## src/rtl/sin_scheduler.sv

```systemverilog
// Round-robin arbiter that shares one CORDIC sin/cos engine between NREQ requesters,
// sequencing the engine enable/finish handshake and recovering a hung engine via its reset.
module sin_scheduler #(
  parameter int WIDTH   = 16,
  parameter int NREQ    = 3,
  parameter int TIMEOUT = 63
) (
  input  logic                  clk_i,
  input  logic                  reset_i,
  input  logic [NREQ-1:0]       req_i,
  input  logic [NREQ*WIDTH-1:0] amplitude_i,
  input  logic [NREQ*WIDTH-1:0] angle_i,
  output logic [NREQ-1:0]       ack_o,
  output logic                  err_o,
  output logic [WIDTH-1:0]      cos_o,
  output logic [WIDTH-1:0]      sin_o,
  output logic [2:0]            grant_o,
  output logic                  busy_o,
  output logic                  eng_enable_o,
  output logic [WIDTH-1:0]      eng_amplitude_o,
  output logic [WIDTH-1:0]      eng_angle_o,
  output logic                  eng_nreset_o,
  input  logic                  eng_finish_i,
  input  logic [WIDTH-1:0]      eng_cos_i,
  input  logic [WIDTH-1:0]      eng_sin_i
);

  localparam int              WD_W    = $clog2(TIMEOUT + 1);
  localparam logic [WD_W-1:0] WD_LAST = WD_W'(TIMEOUT - 1);
  localparam logic [2:0]      PTR_RST = 3'(NREQ - 1);

  typedef enum logic [2:0] {
    S_IDLE,
    S_ISSUE,
    S_WAIT,
    S_DONE,
    S_RECOVER
  } state_t;

  state_t            state_q, state_d;
  logic [2:0]        ptr_q, ptr_d;
  logic [2:0]        grant_q, grant_d;
  logic [WD_W-1:0]   wdog_q, wdog_d;
  logic              rec_q, rec_d;
  logic [NREQ-1:0]   ack_q, ack_d;
  logic              err_q, err_d;
  logic [WIDTH-1:0]  cos_q, cos_d;
  logic [WIDTH-1:0]  sin_q, sin_d;
  logic              busy_q, busy_d;
  logic              en_q, en_d;
  logic [WIDTH-1:0]  amp_q, amp_d;
  logic [WIDTH-1:0]  ang_q, ang_d;
  logic              nrst_q, nrst_d;

  logic [3:0]            pick;
  logic [NREQ*WIDTH-1:0] amp_sh;
  logic [NREQ*WIDTH-1:0] ang_sh;
  logic [NREQ-1:0]       ack_onehot;

  // Nearest requester after ptr (with wrap) wins; scanning farthest-first lets it overwrite.
  function automatic logic [3:0] rr_pick(input logic [NREQ-1:0] req, input logic [2:0] ptr);
    logic [3:0]      res;
    logic [NREQ-1:0] sh;
    int              idx;
    res = '0;
    for (int i = NREQ; i >= 1; i--) begin
      idx = int'(ptr) + i;
      if (idx >= NREQ) idx -= NREQ;
      sh = req >> idx;
      if (sh[0]) res = {1'b1, 3'(idx)};
    end
    return res;
  endfunction

  always_comb begin
    pick       = rr_pick(req_i, ptr_q);
    amp_sh     = amplitude_i >> (int'(pick[2:0]) * WIDTH);
    ang_sh     = angle_i >> (int'(pick[2:0]) * WIDTH);
    ack_onehot = {{(NREQ-1){1'b0}}, 1'b1} << grant_q;
  end

  always_comb begin
    state_d = state_q;
    ptr_d   = ptr_q;
    grant_d = grant_q;
    wdog_d  = wdog_q;
    rec_d   = rec_q;
    ack_d   = '0;
    err_d   = 1'b0;
    cos_d   = cos_q;
    sin_d   = sin_q;
    en_d    = en_q;
    amp_d   = amp_q;
    ang_d   = ang_q;
    nrst_d  = 1'b1;

    case (state_q)
      S_IDLE: begin
        if (pick[3]) begin
          grant_d = pick[2:0];
          amp_d   = amp_sh[WIDTH-1:0];
          ang_d   = ang_sh[WIDTH-1:0];
          en_d    = 1'b1;
          wdog_d  = '0;
          state_d = S_ISSUE;
        end
      end
      S_ISSUE, S_WAIT: begin
        wdog_d = wdog_q + 1'b1;
        if (wdog_q == WD_LAST) begin
          en_d    = 1'b0;
          nrst_d  = 1'b0;
          rec_d   = 1'b0;
          state_d = S_RECOVER;
        end else if (state_q == S_ISSUE && !eng_finish_i) begin
          en_d    = 1'b0;
          state_d = S_WAIT;
        end else if (state_q == S_WAIT && eng_finish_i) begin
          cos_d   = eng_cos_i;
          sin_d   = eng_sin_i;
          ack_d   = ack_onehot;
          state_d = S_DONE;
        end
      end
      S_DONE: begin
        ptr_d   = grant_q;
        state_d = S_IDLE;
      end
      S_RECOVER: begin
        // Engine reset is held for both cycles; the error ack lands in the second one.
        if (!rec_q) begin
          nrst_d = 1'b0;
          rec_d  = 1'b1;
          ack_d  = ack_onehot;
          err_d  = 1'b1;
        end else begin
          rec_d   = 1'b0;
          ptr_d   = grant_q;
          state_d = S_IDLE;
        end
      end
      default: state_d = S_IDLE;
    endcase

    busy_d = (state_d != S_IDLE);
  end

  always_ff @(posedge clk_i or posedge reset_i) begin
    if (reset_i) begin
      state_q <= S_IDLE;
      ptr_q   <= PTR_RST;
      grant_q <= '0;
      wdog_q  <= '0;
      rec_q   <= 1'b0;
      ack_q   <= '0;
      err_q   <= 1'b0;
      cos_q   <= '0;
      sin_q   <= '0;
      busy_q  <= 1'b0;
      en_q    <= 1'b0;
      amp_q   <= '0;
      ang_q   <= '0;
      nrst_q  <= 1'b0;
    end else begin
      state_q <= state_d;
      ptr_q   <= ptr_d;
      grant_q <= grant_d;
      wdog_q  <= wdog_d;
      rec_q   <= rec_d;
      ack_q   <= ack_d;
      err_q   <= err_d;
      cos_q   <= cos_d;
      sin_q   <= sin_d;
      busy_q  <= busy_d;
      en_q    <= en_d;
      amp_q   <= amp_d;
      ang_q   <= ang_d;
      nrst_q  <= nrst_d;
    end
  end

  assign ack_o           = ack_q;
  assign err_o           = err_q;
  assign cos_o           = cos_q;
  assign sin_o           = sin_q;
  assign grant_o         = grant_q;
  assign busy_o          = busy_q;
  assign eng_enable_o    = en_q;
  assign eng_amplitude_o = amp_q;
  assign eng_angle_o     = ang_q;
  assign eng_nreset_o    = nrst_q;

endmodule

```

## config.mk

```make
export PLATFORM = sky130hd
export DESIGN_NAME = sin_scheduler
export DESIGN_NICKNAME = d
export VERILOG_FILES = /design/src/rtl/sin_scheduler.sv
export SDC_FILE = /design/constraint.sdc
export NUM_CORES = 1
export LEC_CHECK = 0
export ABC_AREA = 1
export BUFFER_PORTS_ARGS = -buffer_cell sky130_fd_sc_hd__buf_2
export CORE_MARGIN = 10
export CORE_UTILIZATION = 42
export CTS_CLUSTER_DIAMETER = 40
export DETAILED_ROUTE_END_ITERATION = 6
export GPL_TIMING_DRIVEN = 0
export PLACE_DENSITY = 0.71
export RECOVER_POWER = 25
export SLEW_MARGIN = 20
export SYNTH_ARGS = -nofsm -noshare
export SYNTH_HDL_FRONTEND = slang
export SYNTH_SLANG_ARGS = --single-unit
```

## constraint.sdc

```tcl
create_clock -name clk_i -period 4.9 [get_ports clk_i]
set_clock_uncertainty 0.15 [all_clocks]
set_input_delay 0.98 -clock clk_i [delete_from_list [all_inputs] [get_ports clk_i]]
set_output_delay 0.98 -clock clk_i [all_outputs]
set_load 0.03 [all_outputs]
```

# After elaboration in Yosys (flattened, before gate mapping)
# Index checks and enable logic that the tools add are counted.
dict set report op_classes {
  add_sub_neg 7
  n_lt_le_gt_ge 3
  n_eq_ne 9
  shift 6
  mux 32
  bitwise_logic 2
  n_reduce_logical 15
}
# op n
set ops {}
lappend ops {{2-to-1 mux 32 bit} 3}
lappend ops {{>> shifter 3 x 32 -> 1 bit} 3}
lappend ops {{>> shifter 48 x 7 -> 16 bit} 2}
lappend ops {{2-to-1 mux 3 bit} 10}
lappend ops {{subtractor 4 x 2 -> 5 bit (second input constant)} 3}
lappend ops {{>= comparator 4 x 2 -> 1 bit (second input constant)} 3}
lappend ops {{2-to-1 mux 4 bit} 3}
lappend ops {{one-hot mux 3 bit (2 select lines)} 2}
lappend ops {{one-hot mux 6 bit (2 select lines)} 1}
lappend ops {{one-hot mux 3 bit (3 select lines)} 1}
lappend ops {{adder 3 x 2 -> 4 bit (second input constant)} 2}
lappend ops {{2-to-1 mux 1 bit} 8}
lappend ops {{AND reduction 2 bit} 4}
lappend ops {{adder 6 x 1 -> 6 bit (second input constant)} 1}
lappend ops {{== test 3 x 2 -> 1 bit (second input constant)} 2}
lappend ops {{== test 6 bit (second input constant)} 1}
lappend ops {{2-to-1 mux 6 bit} 1}
lappend ops {{inequality test 2 bit (second input constant)} 3}
lappend ops {{one-hot mux 1 bit (2 select lines)} 3}
lappend ops {{nonzero test 2 bit} 3}
lappend ops {{adder 3 x 1 -> 4 bit (second input constant)} 1}
lappend ops {{AND reduction 4 bit} 1}
lappend ops {{== test 3 x 1 -> 1 bit (second input constant)} 1}
lappend ops {{== test 3 bit (second input constant)} 1}
lappend ops {{9 further kinds} 11}
dict set report totals {
  regBits 87
  out_inout_bits 74
}

# Longest topological paths before layout
# Gate-level depths: netlist (run 1).
dict set report depth {
  word_depth 10
  mapped_depth 22
}

# Least setup slack after synthesis (run 1)
# No wires, ideal clock.
dict set report synth_timing {
  path_type {reg2reg}
  startpoint {reg ptr_q[1]}
  endpoint {reg amp_q[15], in the netlist eng_amplitude_o[15]}
  setup_ps 117
  t_arrival_ps 2260
  required_ps 4633
  path_slack_ps 2373
  path_stages_with_launch 18
  period_less_slack_ps 2527
  cell_sequence {dfstp_2 -> inv_1 -> ha_1 -> a21oi_2 -> nand4_1 -> nand2_1 -> nand3_2 -> nand3_2 -> nand2_2 -> inv_2 -> nand2_8 -> nand2_8 -> buf_6 -> nand2_2 -> nand3_1 -> nand2_1 -> nand2_1 -> nand2_1}
}
dict set report synth_via {
  elab_chain_cells 8
}
# element line
set synth_rtl {}
lappend synth_rtl {{start: declaration} 41} ;# logic [2:0] ptr_q, ptr_d;
lappend synth_rtl {{start signal: assignment} 166} ;# ptr_q <= ptr_d;
lappend synth_rtl {{adder 3 x 2 -> 4 bit} 67} ;# idx = int'(ptr) + i;
lappend synth_rtl {{subtractor 4 x 2 -> 5 bit or >= comparator 4 x 2 -> 1 bit (tied branches)} 68} ;# if (idx >= NREQ) idx -= NREQ;
lappend synth_rtl {{2-to-1 mux 32 bit} 68}
lappend synth_rtl {{>> shifter 3 x 32 -> 1 bit} 69} ;# sh = req >> idx;
lappend synth_rtl {{2-to-1 mux 4 bit (2 in series)} 70} ;# if (sh[0]) res = {1'b1, 3'(idx)};
lappend synth_rtl {{2-to-1 mux 4 bit (*)} 70}
lappend synth_rtl {{>> shifter 48 x 7 -> 16 bit or AND reduction 2 bit (tied branches)} -}
lappend synth_rtl {{end signal: assignment} 176} ;# amp_q <= amp_d;
lappend synth_rtl {{end: declaration} 51} ;# logic [WIDTH-1:0] amp_q, amp_d;
# Mark *: on every way between the ends. The rest lies on a longest branch, timed or not.
# A chain may end at the register's enable or synchronous reset.

# Worst setup path in the final report (run 1)
dict set report layout_timing {
  startpoint {reg ptr_q[1]}
  endpoint {reg ang_q[7], in the netlist eng_angle_o[7]}
}
dict set report layout_via {
  elab_chain_cells 8
}
# element line
set layout_rtl {}
lappend layout_rtl {{adder 3 x 2 -> 4 bit} 67}
lappend layout_rtl {{subtractor 4 x 2 -> 5 bit or >= comparator 4 x 2 -> 1 bit (tied branches)} 68}
lappend layout_rtl {{2-to-1 mux 32 bit} 68}
lappend layout_rtl {{>> shifter 3 x 32 -> 1 bit} 69}
lappend layout_rtl {{2-to-1 mux 4 bit (2 in series)} 70}
lappend layout_rtl {{2-to-1 mux 4 bit (*)} 70}
lappend layout_rtl {{>> shifter 48 x 7 -> 16 bit or AND reduction 2 bit (tied branches)} -}
lappend layout_rtl {{end signal: assignment} 177} ;# ang_q <= ang_d;
lappend layout_rtl {{end: declaration} 52} ;# logic [WIDTH-1:0] ang_q, ang_d;
# Marks and branches as above.

==> results_dict.tcl, run 1 <==
set metrics [dict create \
    status "finished with violations" \
    failed_checks "capacitance limit, slew limit" \
    period_minus_slack_ns 2.972 \
    viasPerCell 4.680 \
    row_count 40 \
    area_growth_pct 30.85 \
    setup_violations 0 \
    yosys_warnings 0 \
    slew_headroom_pct -13.99 \
    path_cells "inv_1 > ha_1 > a21oi_2 > nand4_1 > nand2_1 > nand3_2 > nand4_4 > buf_1 > nand3_1 > nand3_1 > nand2_1 > nand2_1 > nand2_1" \
    cts_resized 0 \
    drtIter0Drc 230 \
    synthTopCellsByCount "nand2_1, inv_1, nand3_1" \
    cts_made_buffers 9 \
    seq_area_sq_um 2178 \
    clock-sinks 87 \
    cts.root.buffer_cell "clkbuf_16" \
    finalHoldViolCount 0 \
    startpoint_type "flop" \
    yosys-top-cells-area "dfrtp_1, nand2_1, nand3_1, inv_1, nand2_2" \
    synth-seq-cells 87 \
    grt_pass1_wl_um 24160 \
    vias 5157 \
    initial_utilization_pct 42.76 \
    min_to "eng_angle_o[6]" \
    synth_top_area_cell "dfrtp_1" \
    cts-hold-fix-buffers 0 \
    syn_nets 874 \
    portBuffers 207 \
    grt_max_degree 51 \
    reg2reg_to "eng_angle_o[7]" \
    setup_tns_ns 0 \
    drive_gt1_share_pct 30.99 \
    drt_wl_total_um 15580 \
    clock_path_buffers 2 \
    slowest_delay_ns 0.56 \
    cp.required_ns 4.97 \
    die_area_sq_um 16990 \
    multi_input_area_sq_um 2372 \
    routedWlPerCell_um 14.14 \
    syn_inst 731 \
    rsz0062_at_grt "false" \
    fill_cells 1222 \
    synth.top_cell.area_share_pct 42.07 \
    synth_edf_count 0 \
    cp.arrival_ns 3.05 \
    antenna_found_initial 2 \
    postSynthAreaPerCell_sq_um 6.997 \
    drv_cap 1 \
    worstSetupPathType "reg -> reg" \
    synth_seq_area_share_pct 42.59 \
    cp_common_cell "nand2_1" \
    die_y_um 130.4 \
    route.detailed.drc 0 \
    grt_overflow 0 \
    cp_slowest_cell "dfstp_2" \
    holdWs_ns 0.3228 \
    ys_types 31 \
    cts_setup_buffers 0 \
    maxSlewViolCount 38 \
    r2r_setup_slack_ns 1.93 \
    clk_latency_ns 0.34 \
    drt_pass1_iterations 5 \
    cts_max_level 3 \
    r2r_start "ptr_q[1]" \
    synth-async-reset-ratio_pct 100.0 \
    whs_path_depth 2 \
    finalNetCount 1093 \
    hold_start "eng_angle_o[6]" \
    fp.dieW_um 130.4 \
    syn_area_sq_um 5115 \
    yosys.cell_count.top_type "nand2_1" \
    worstMarginPinSlew_ns 1.700 \
    path_max_fanout 10 \
    core_area_sq_um 11960 \
    synth_ff_type "dfrtp_1" \
    cts.reportedPaths.clkPinSlew_ns 0.07 \
    worst_setup_path_end_kind "flop" \
    diodes 0 \
    finalCritPeriodShare_pct 60.64 \
    cts_tree "done" \
    reg2reg_depth 13 \
    hpwl_um 12160 \
    track_usage_pct 17.87 \
    grt_pass1_vias 5068 \
    fmax_mhz 336.5 \
    finalWeightedCongestion 0.8276 \
    ant_nets 0 \
    io_pins 208 \
    hold_path.class "reg -> reg" \
]
==> per-layer routing <==
layer	routed length [um]	GRT usage (%)	up-vias
li1	-	-	2670
met1	6446	20.65	2293
met2	7373	29.65	171
met3	1497	7.018	19
met4	250	6.017	4
met5	15	0	-
==> cell usage in the layout (no fill, tap or decap), types with 2 or more instances in the layout <==
| master | instances |
|---|---|
| inv_1 | 94 |
| clkbuf_1 | 9 |
| o21ai_0 | 10 |
| dfrtp_1 | 86 |
| buf_4 | 6 |
| nor4_1 | 3 |
| buf_6 | 2 |
| buf_1 | 2 |
| inv_2 | 6 |
| buf_8 | 2 |
| a21oi_1 | 3 |
| nor2_2 | 2 |
| nor2_1 | 20 |
| nand2_8 | 2 |
| nand3_2 | 4 |
| nand3_1 | 87 |
| nand4_1 | 6 |
| nor3_1 | 3 |
| buf_2 | 215 |
| inv_6 | 2 |
| xor2_1 | 6 |
| nand2_1 | 318 |
| bufinv_16 | 2 |
| nand2_2 | 34 |
| clkbuf_16 | 9 |
| ha_1 | 9 |
==> registers in the layout, indices dropped and copies added (netlist names) <==
name             flops
ptr_q                3
eng_amplitude_o     16
eng_nreset_o         1
err_o                1
cos_o               16
eng_enable_o         1
sin_o               16
eng_angle_o         16
wdog_q               6
busy_o               1
ack_o                3
grant_o              3
rec_q                1
state_q              3
==> through the flow <==
step | cell area (sq um) | setup WS [ns] | std cells | util [%]
6_report | 6693 | 1.928 | 1102 | 55.95
3_3_place_gp | 6335 | 0.3848 | 1085 | 52.96
2_1_floorplan | 5115 | 1.521 | 731 | -
4_1_cts | 6694 | 1.920 | 1102 | 55.96
5_1_grt | 6693 | 1.620 | 1102 | 55.95
3_5_place_dp | 6365 | 1.965 | 1086 | 53.21
==> worst max-delay path: cells and delay by family, from the launching register on <==
family	cells	cell delay (ns)
AND/OR/NAND/NOR	9	1.00
buffers and inverters	2	0.53
flip-flops	1	0.56
adder cells (fa/ha/maj)	1	0.40
AO/OA/AOI/OAI	1	0.21
==> area by class of cell <==
cell class                      count  area share (%)
Sequential cell                    87           32.55
Clock buffer                       10           3.571
Tap cell                          147           2.748
Timing Repair Buffer              208           15.89
Buffer                             29           2.673
Inverter                          102           5.777
Clock inverter                      6           1.346
Multi-Input combinational cell    513           35.45
==> cells by family after synthesis <==
kind of cell,count (synthesis),share of synthesized area [%]
DFF,87,42.59
buffers and inverters,131,11.03
xor gates and xnor gates,6,1.027
AOI/OAI and AO/OA,17,1.810
and+or+nand+nor,481,41.34
adders and majority gates,9,2.202
==> worst max path at each step <==
stage | start | end | slack (ns) | cells after the start
detailed placement | ptr_q[1] | eng_angle_o[7] | 1.97 | 13
CTS | ptr_q[1] | eng_angle_o[7] | 1.92 | 13
finish | ptr_q[1] | eng_angle_o[7] | 1.93 | 13
global placement | reset_i | eng_amplitude_o[15] | 0.38 | 2
floorplan | reset_i | ack_o[0] | 1.52 | 1
global route | ptr_q[0] | eng_amplitude_o[0] | 1.62 | 14
Power of run 1 is left out: the tool's default activity adds up to more than one toggle a clock period on the data nets, which glitch-free logic cannot reach.
==> run 2, diff against run 1 <==
--- a/config.mk
+++ b/config.mk
@@ -5,14 +5,14 @@
 export SDC_FILE = /design/constraint.sdc
 export NUM_CORES = 1
 export LEC_CHECK = 0
-export ABC_AREA = 1
+export ABC_AREA = 0
 export BUFFER_PORTS_ARGS = -buffer_cell sky130_fd_sc_hd__buf_2
 export CORE_MARGIN = 10
 export CORE_UTILIZATION = 42
 export CTS_CLUSTER_DIAMETER = 40
 export DETAILED_ROUTE_END_ITERATION = 6
 export GPL_TIMING_DRIVEN = 0
-export PLACE_DENSITY = 0.71
+export PLACE_DENSITY = 0.72
 export RECOVER_POWER = 25
 export SLEW_MARGIN = 20
 export SYNTH_ARGS = -nofsm -noshare
==> constraint.sdc (replaced) <==
create_clock -name clk_i -period 2.82 [get_ports clk_i]
set_clock_uncertainty 0.15 [all_clocks]
set_input_delay 0.564 -clock clk_i [delete_from_list [all_inputs] [get_ports clk_i]]
set_output_delay 0.564 -clock clk_i [all_outputs]
set_load 0.03 [all_outputs]
==> run 2 against run 1 <==
  * The flow finishes with violations (setup timing)
  * Hold slack lost 0.085 ns
  * Via count is 9.9% lower
  * Synthesized cell count fell by 36%
  * Critical path depth decreased by 3
  * Routed wire length grew 5.2%
  * Non-clock buffer count up 38
  * Register-to-register slack got worse by 2.2 ns
  * First-iteration DRC count up 4.8%
  * Global-route usage up 0.72 points
==> results_dict.tcl, run 2 <==
set metrics [dict create \
    path_max_fanout 7 \
    clk_latency_ns 0.34 \
    antenna_found_initial 0 \
    area_growth_pct 51.24 \
    portBuffers 207 \
    ant_nets 0 \
    clock_path_buffers 2 \
    row_count 38 \
    synth_edf_count 0 \
    hpwl_um 11970 \
    p_sw_w 0.005351 \
    final_cell_mix "buf_2, dfrtp_1, nand2_1" \
    syn_inst 468 \
    grt_pass1_wl_um 24580 \
    worstMarginPinSlew_ns 0.9852 \
    grt_max_degree 34 \
    stdcell_count 863 \
    period_minus_slack_ns 3.047 \
    fp.dieW_um 126.2 \
    power.share.combinational_pct 71.3 \
    track_usage_pct 18.59 \
    die_y_um 126.2 \
    hold_path.class "in -> async" \
    synth_ff_type "dfrtp_1" \
    postSynthAreaPerCell_sq_um 10.12 \
    grt_pass1_vias 4951 \
    cts_made_buffers 9 \
    peakVddDrop_mv 1.131 \
    maxSlewViolCount 0 \
    worstSetupPathType "reg -> reg" \
    setup_violations 34 \
    route.detailed.drc 0 \
    synthTopCellsByCount "dfrtp_1, nand2_1, o21ai_0" \
    drt_wl_total_um 16390 \
    final_common_cell "buf_2" \
    power.internal_w 0.006087 \
    viasPerCell 5.387 \
    drv_cap 0 \
    initial_utilization_pct 43.32 \
    pwr-share-clk_pct 9.9 \
    drt_pass1_iterations 5 \
    clock-sinks 87 \
    fmax_mhz 328.2 \
    diodes 0 \
    failed_checks "setup timing" \
    slew_headroom_pct 33.96 \
    core_area_sq_um 10940 \
    cts_max_level 3 \
    cts_tree "done" \
    p_per_area_nw_per_um2 1597 \
    yosys.cell_count.top_type "dfrtp_1" \
    routedWlPerCell_um 18.99 \
    rsz0062_at_grt "true" \
    p_seq_share_pct 18.8 \
    setup_ws_ns -0.2271 \
    synth.top_cell.area_share_pct 45.43 \
    switching_share_pct 46.78 \
    p_leak_nw 3.281 \
    die_area_sq_um 15930 \
    ys_types 55 \
    synth-seq-cells 87 \
    synth_top_area_cell "dfrtp_1" \
    finalHoldViolCount 0 \
    synth-async-reset-ratio_pct 100.0 \
    syn_area_sq_um 4737 \
    finalWeightedCongestion 0.9242 \
    status "finished with violations" \
    finalNetCount 861 \
    yosys_warnings 0 \
    vias 4649 \
    worst_setup_path_end_kind "flop" \
    io_pins 208 \
    dp_cells 817 \
    holdWs_ns 0.2378 \
    drive_gt1_share_pct 56.85 \
    yosys-top-cells-area "dfrtp_1, mux2_2, a211oi_2, a21boi_0, o21ai_0" \
    syn_nets 611 \
    startpoint_type "flop" \
    drtIter0Drc 241 \
    cp.arrival_ns 3.12 \
    finalCritPeriodShare_pct 108.1 \
    synth_seq_area_share_pct 45.99 \
    cts.reportedPaths.clkPinSlew_ns 0.07 \
    cp.required_ns 2.89 \
    cts.root.buffer_cell "clkbuf_16" \
    grt_overflow 0 \
]
-- run 2: worst max-delay path, stage by stage (launching register included) --
cell      delay [ns]
dfstp_2         0.60
ha_2            0.25
xor2_4          0.20
nor2_1          0.15
a221o_1         0.35
a21o_1          0.20
a221o_1         0.31
and2_4          0.22
buf_12          0.16
a211oi_4        0.25
o21ai_1         0.10
-- run 2: power by group through the flow --
stage / Sequential [W] / Combinational (W) / Clock (W)
floorplan: 0.00310 / 0.00323 / 0
global placement: 0.00213 / 0.00564 / 0
detailed placement: 0.00215 / 0.00578 / 0
CTS: 0.00215 / 0.00667 / 0.00117
global route: 0.00222 / 0.00868 / 0.00122
finish: 0.00215 / 0.00815 / 0.00114
-- run 2: area by class of cell --
class / count / area, sq um
multi-input cells: 335 / 2734
inverters: 10 / 46.29
well taps: 140 / 175.2
clock inverters: 4 / 28.78
fillers: 865 / 3771
clock buffers: 12 / 256.5
flip-flops and latches: 87 / 2181
plain buffers: 34 / 350.3
repair buffers: 241 / 1393
-- run 2: logic make-up (layout without fill, tap and decap cells) --
family          after synthesis  count (layout)  synth area share [%]
buf+inv                      46             301                 4.543
simple gates                105             105                 10.04
mux                          36              36                 8.479
flops                        87              87                 45.99
fa+ha+maj                     9               9                 2.377
compound gates              178             178                 27.29
xor+xnor                      7               7                 1.294
-- run 2: final timing paths --
| kind | start | slack [ns] | to | cells after the start |
|---|---|---|---|---|
| min | reset_i | 0.24 | cos_o[4] | 2 |
| max reg2reg | ptr_q[1] | -0.23 | eng_angle_o[13] | 10 |
| max | ptr_q[1] | -0.23 | eng_angle_o[13] | 10 |
| max in group asynchronous | reset_i | 0.95 | ptr_q[2] | 3 |
| min in group clk_i | eng_sin_i[8] | 0.31 | sin_o[8] | 2 |
| min reg2reg | eng_angle_o[7] | 0.34 | eng_angle_o[7] | 2 |
-- run 2: metal layers --
metal  wire length [um]  global-route usage, %
met1               6510                  20.76
met2               7926                  30.47
met3               1665                  8.725
met4                286                  6.631
met5                  0                      0
-- run 2: per-stage QoR --
stage / setup TNS, ns / worst slack (ns) / total power (W) / instance area [sq um] / util, %
4_1_cts: -6.172 / -0.2225 / 0.009988 / 6654 / 60.85
3_5_place_dp: -18.56 / -0.5691 / 0.007932 / 6026 / 55.10
2_1_floorplan: -2.886 / -0.1018 / 0.006334 / 4775 / -
3_3_place_gp: -16.55 / -0.5369 / 0.007773 / 5986 / 54.74
5_1_grt: -8.976 / -0.3249 / 0.01212 / 7164 / 65.51
6_report: -5.482 / -0.2271 / 0.01144 / 7164 / 65.51
-- run 2: repair_timing --
action | in CTS | in global routing
setup endpoints to repair | 43 | 44
hold buffers | 0 | 0
gates resized for setup | 84 | 126
buffers inserted | 13 | 14
pin swaps | 34 | 34
gates cloned | 1 | 4
Note: power is estimated with default switching activity, not from simulation.
==> run 3, diff against run 2 <==
--- a/config.mk
+++ b/config.mk
@@ -5,14 +5,14 @@
 export SDC_FILE = /design/constraint.sdc
 export NUM_CORES = 1
 export LEC_CHECK = 0
-export ABC_AREA = 0
+export ABC_AREA = 1
 export BUFFER_PORTS_ARGS = -buffer_cell sky130_fd_sc_hd__buf_2
 export CORE_MARGIN = 10
 export CORE_UTILIZATION = 42
 export CTS_CLUSTER_DIAMETER = 40
 export DETAILED_ROUTE_END_ITERATION = 6
 export GPL_TIMING_DRIVEN = 0
-export PLACE_DENSITY = 0.72
+export PLACE_DENSITY = 0.71
 export RECOVER_POWER = 25
 export SLEW_MARGIN = 20
 export SYNTH_ARGS = -nofsm -noshare
==> run 3 against run 2 <==
  * Global-route usage decreased by 0.21 points
  * Critical path type unchanged
  * Register-to-register slack better by 0.44 ns
  * Via count is 11% higher
  * Critical endpoint is now eng_angle_o[6]
  * Clock-buffer cell count shrank 1
  * Highest routed layer is now met5
  * The run now ends clean
  * Cell count grew 29%
  * Sequential cell count is the same
  * Hold slack gained 0.017 ns
  * Die area rose by 6.7%
  * Sequential share of layout area is 1.7 points higher
  * Cell area decreased by 5.4%
  * Utilization down 8.9 points
==> results_dict.tcl, run 3 (synthesis gave the netlist of run 1 again) <==
set metrics [dict create \
    status "completed" \
    grt_max_degree 35 \
    reg2reg_to "eng_angle_o[6]" \
    setup_violations 0 \
    worstMarginPinSlew_ns 1.251 \
    fill_cells 1169 \
    die_y_um 130.4 \
    setup_ws_ns 0.2086 \
    setup_tns_ns 0 \
    finalCritPeriodShare_pct 92.60 \
    grt_pass1_wl_um 24560 \
    finalWeightedCongestion 0.8337 \
    routedWlPerCell_um 14.08 \
    slowest_delay_ns 0.41 \
    startpoint_type "flop" \
    grt_overflow 0 \
    maxSlewViolCount 0 \
    place_ws_ns -0.1166 \
    seq_area_sq_um 2178 \
    r2r_start "ptr_q[0]" \
    setup.worst_path.start "ptr_q[0]" \
    hold_path.class "in -> reg" \
    area_growth_pct 32.51 \
    row_count 40 \
    die_area_sq_um 16990 \
    cp.required_ns 2.91 \
    reg2reg_depth 18 \
    initial_utilization_pct 42.76 \
    portBuffers 207 \
    cts.reportedPaths.clkPinSlew_ns 0.07 \
    clock_path_buffers 2 \
    fin_util_pct 56.66 \
    route.detailed.drc 0 \
    final_cell_mix "nand2_1, buf_2, inv_1" \
    rsz0062_at_grt "true" \
    worst_setup_path_end_kind "flop" \
    period_minus_slack_ns 2.611 \
    drtIter0Drc 246 \
    cts_tree "done" \
    cts.root.buffer_cell "clkbuf_16" \
    r2r_setup_slack_ns 0.21 \
    worstSetupPathType "reg -> reg" \
    viasPerCell 4.627 \
    slew_headroom_pct 16.13 \
    fp.dieW_um 130.4 \
    cts_made_buffers 9 \
    cp.arrival_ns 2.70 \
    busiest_layer "met2" \
    drive_gt1_share_pct 32.43 \
    cts_max_level 3 \
    track_usage_pct 18.38 \
    drv_cap 0 \
    ant_nets 0 \
    whs_path_depth 3 \
    grt_pass1_vias 5020 \
    io_pins 208 \
    place_area_sq_um 6379 \
    vias 5141 \
    hold_start "eng_cos_i[4]" \
    critPathTopFamily "simple AND/OR/NAND/NOR gates" \
    core_area_sq_um 11960 \
    use_met2_pct 29.68 \
    drt_pass1_iterations 4 \
    hpwl_um 12310 \
    clock-sinks 87 \
    antenna_found_initial 2 \
    clk_latency_ns 0.35 \
    path_cells "buf_6 > inv_4 > ha_4 > a21oi_2 > nand4_1 > nand2_2 > nand3_2 > nand3_2 > nand2_2 > inv_2 > nand2_8 > nand2_8 > buf_6 > nand2_2 > nand3_1 > nand2_1 > nand2_1 > nand2_1" \
    cp_slowest_cell "dfrtp_1" \
    met3_usage_pct 8.479 \
    path_max_fanout 11 \
    final_common_cell "nand2_1" \
    finalNetCount 1100 \
    multi_input_area_sq_um 2412 \
    fmax_mhz 382.9 \
    postLayoutCellArea_sq_um 6778 \
    cts-hold-fix-buffers 0 \
    min_to "cos_o[4]" \
    finalHoldViolCount 0 \
    met1_usage_pct 21.41 \
    critPathBufInv 4 \
    drt_wl_total_um 15640 \
]
==> run 3: cell count changes in the layout (fill, tap and decap cells not counted), sizes merged, moves of 4 or more <==
cell,before,now
o21ai,76,11
a211oi,33,0
nand4,3,8
buf,258,230
nand2,53,354
a21oi,8,4
mux2,33,0
nand3,3,91
inv,9,103
clkbuf,29,24
nor3,9,3
nor2,18,22
a21boi,32,0
==> run 3: timing repair <==
item | 4_1_cts | 5_1_grt
pin swaps | 0 | 6
endpoints found under the setup margin | 31 | 38
gates resized for setup | 6 | 17
setup buffers | 0 | 6
gates cloned | 0 | 0
==> run 3: cell type report <==
cell class              count  share of cell area [%]
multi-input cells         513                   35.59
flip-flops and latches     87                   32.14
repair buffers            215                   16.21
inverters                 102                   5.704
clock buffers              11                   3.581
plain buffers              29                   3.046
well taps                 147                   2.714
clock inverters             5                  0.9415
diodes                      2                 0.07384
==> run 3: tightest hold or removal path, cell delays in order <==
cell and delay (ns):
buf_2 0.07, nand2_1 0.04, nand2_1 0.04
==> run 3: worst max path at each step <==
| stage | endpoint | slack (ns) | cells after the start |
|---|---|---|---|
| after floorplan | eng_amplitude_o[15] | 0.29 | 17 |
| after detailed placement | eng_angle_o[6] | -0.12 | 13 |
| final | eng_angle_o[6] | 0.21 | 18 |
| after CTS | eng_angle_o[8] | 0.08 | 15 |
| after global placement | eng_angle_o[6] | -0.13 | 13 |
| after global routing | eng_amplitude_o[2] | -0.03 | 18 |
==> run 3: stage by stage <==
step                      cells  hold WS (ns)
after floorplan             731        0.2981
after global placement     1085        0.3070
after detailed placement   1087        0.3091
after CTS                  1103        0.1771
after global routing       1109        0.2523
final                      1111        0.2550
==> run 3: per-layer routing <==
metal | part of all wire [%] | routed length (um)
met5 | 0.045 | 7
met4 | 1.3 | 199
met3 | 10 | 1604
met2 | 47 | 7402
met1 | 41 | 6424
Power of run 3 is left out for the same reason.
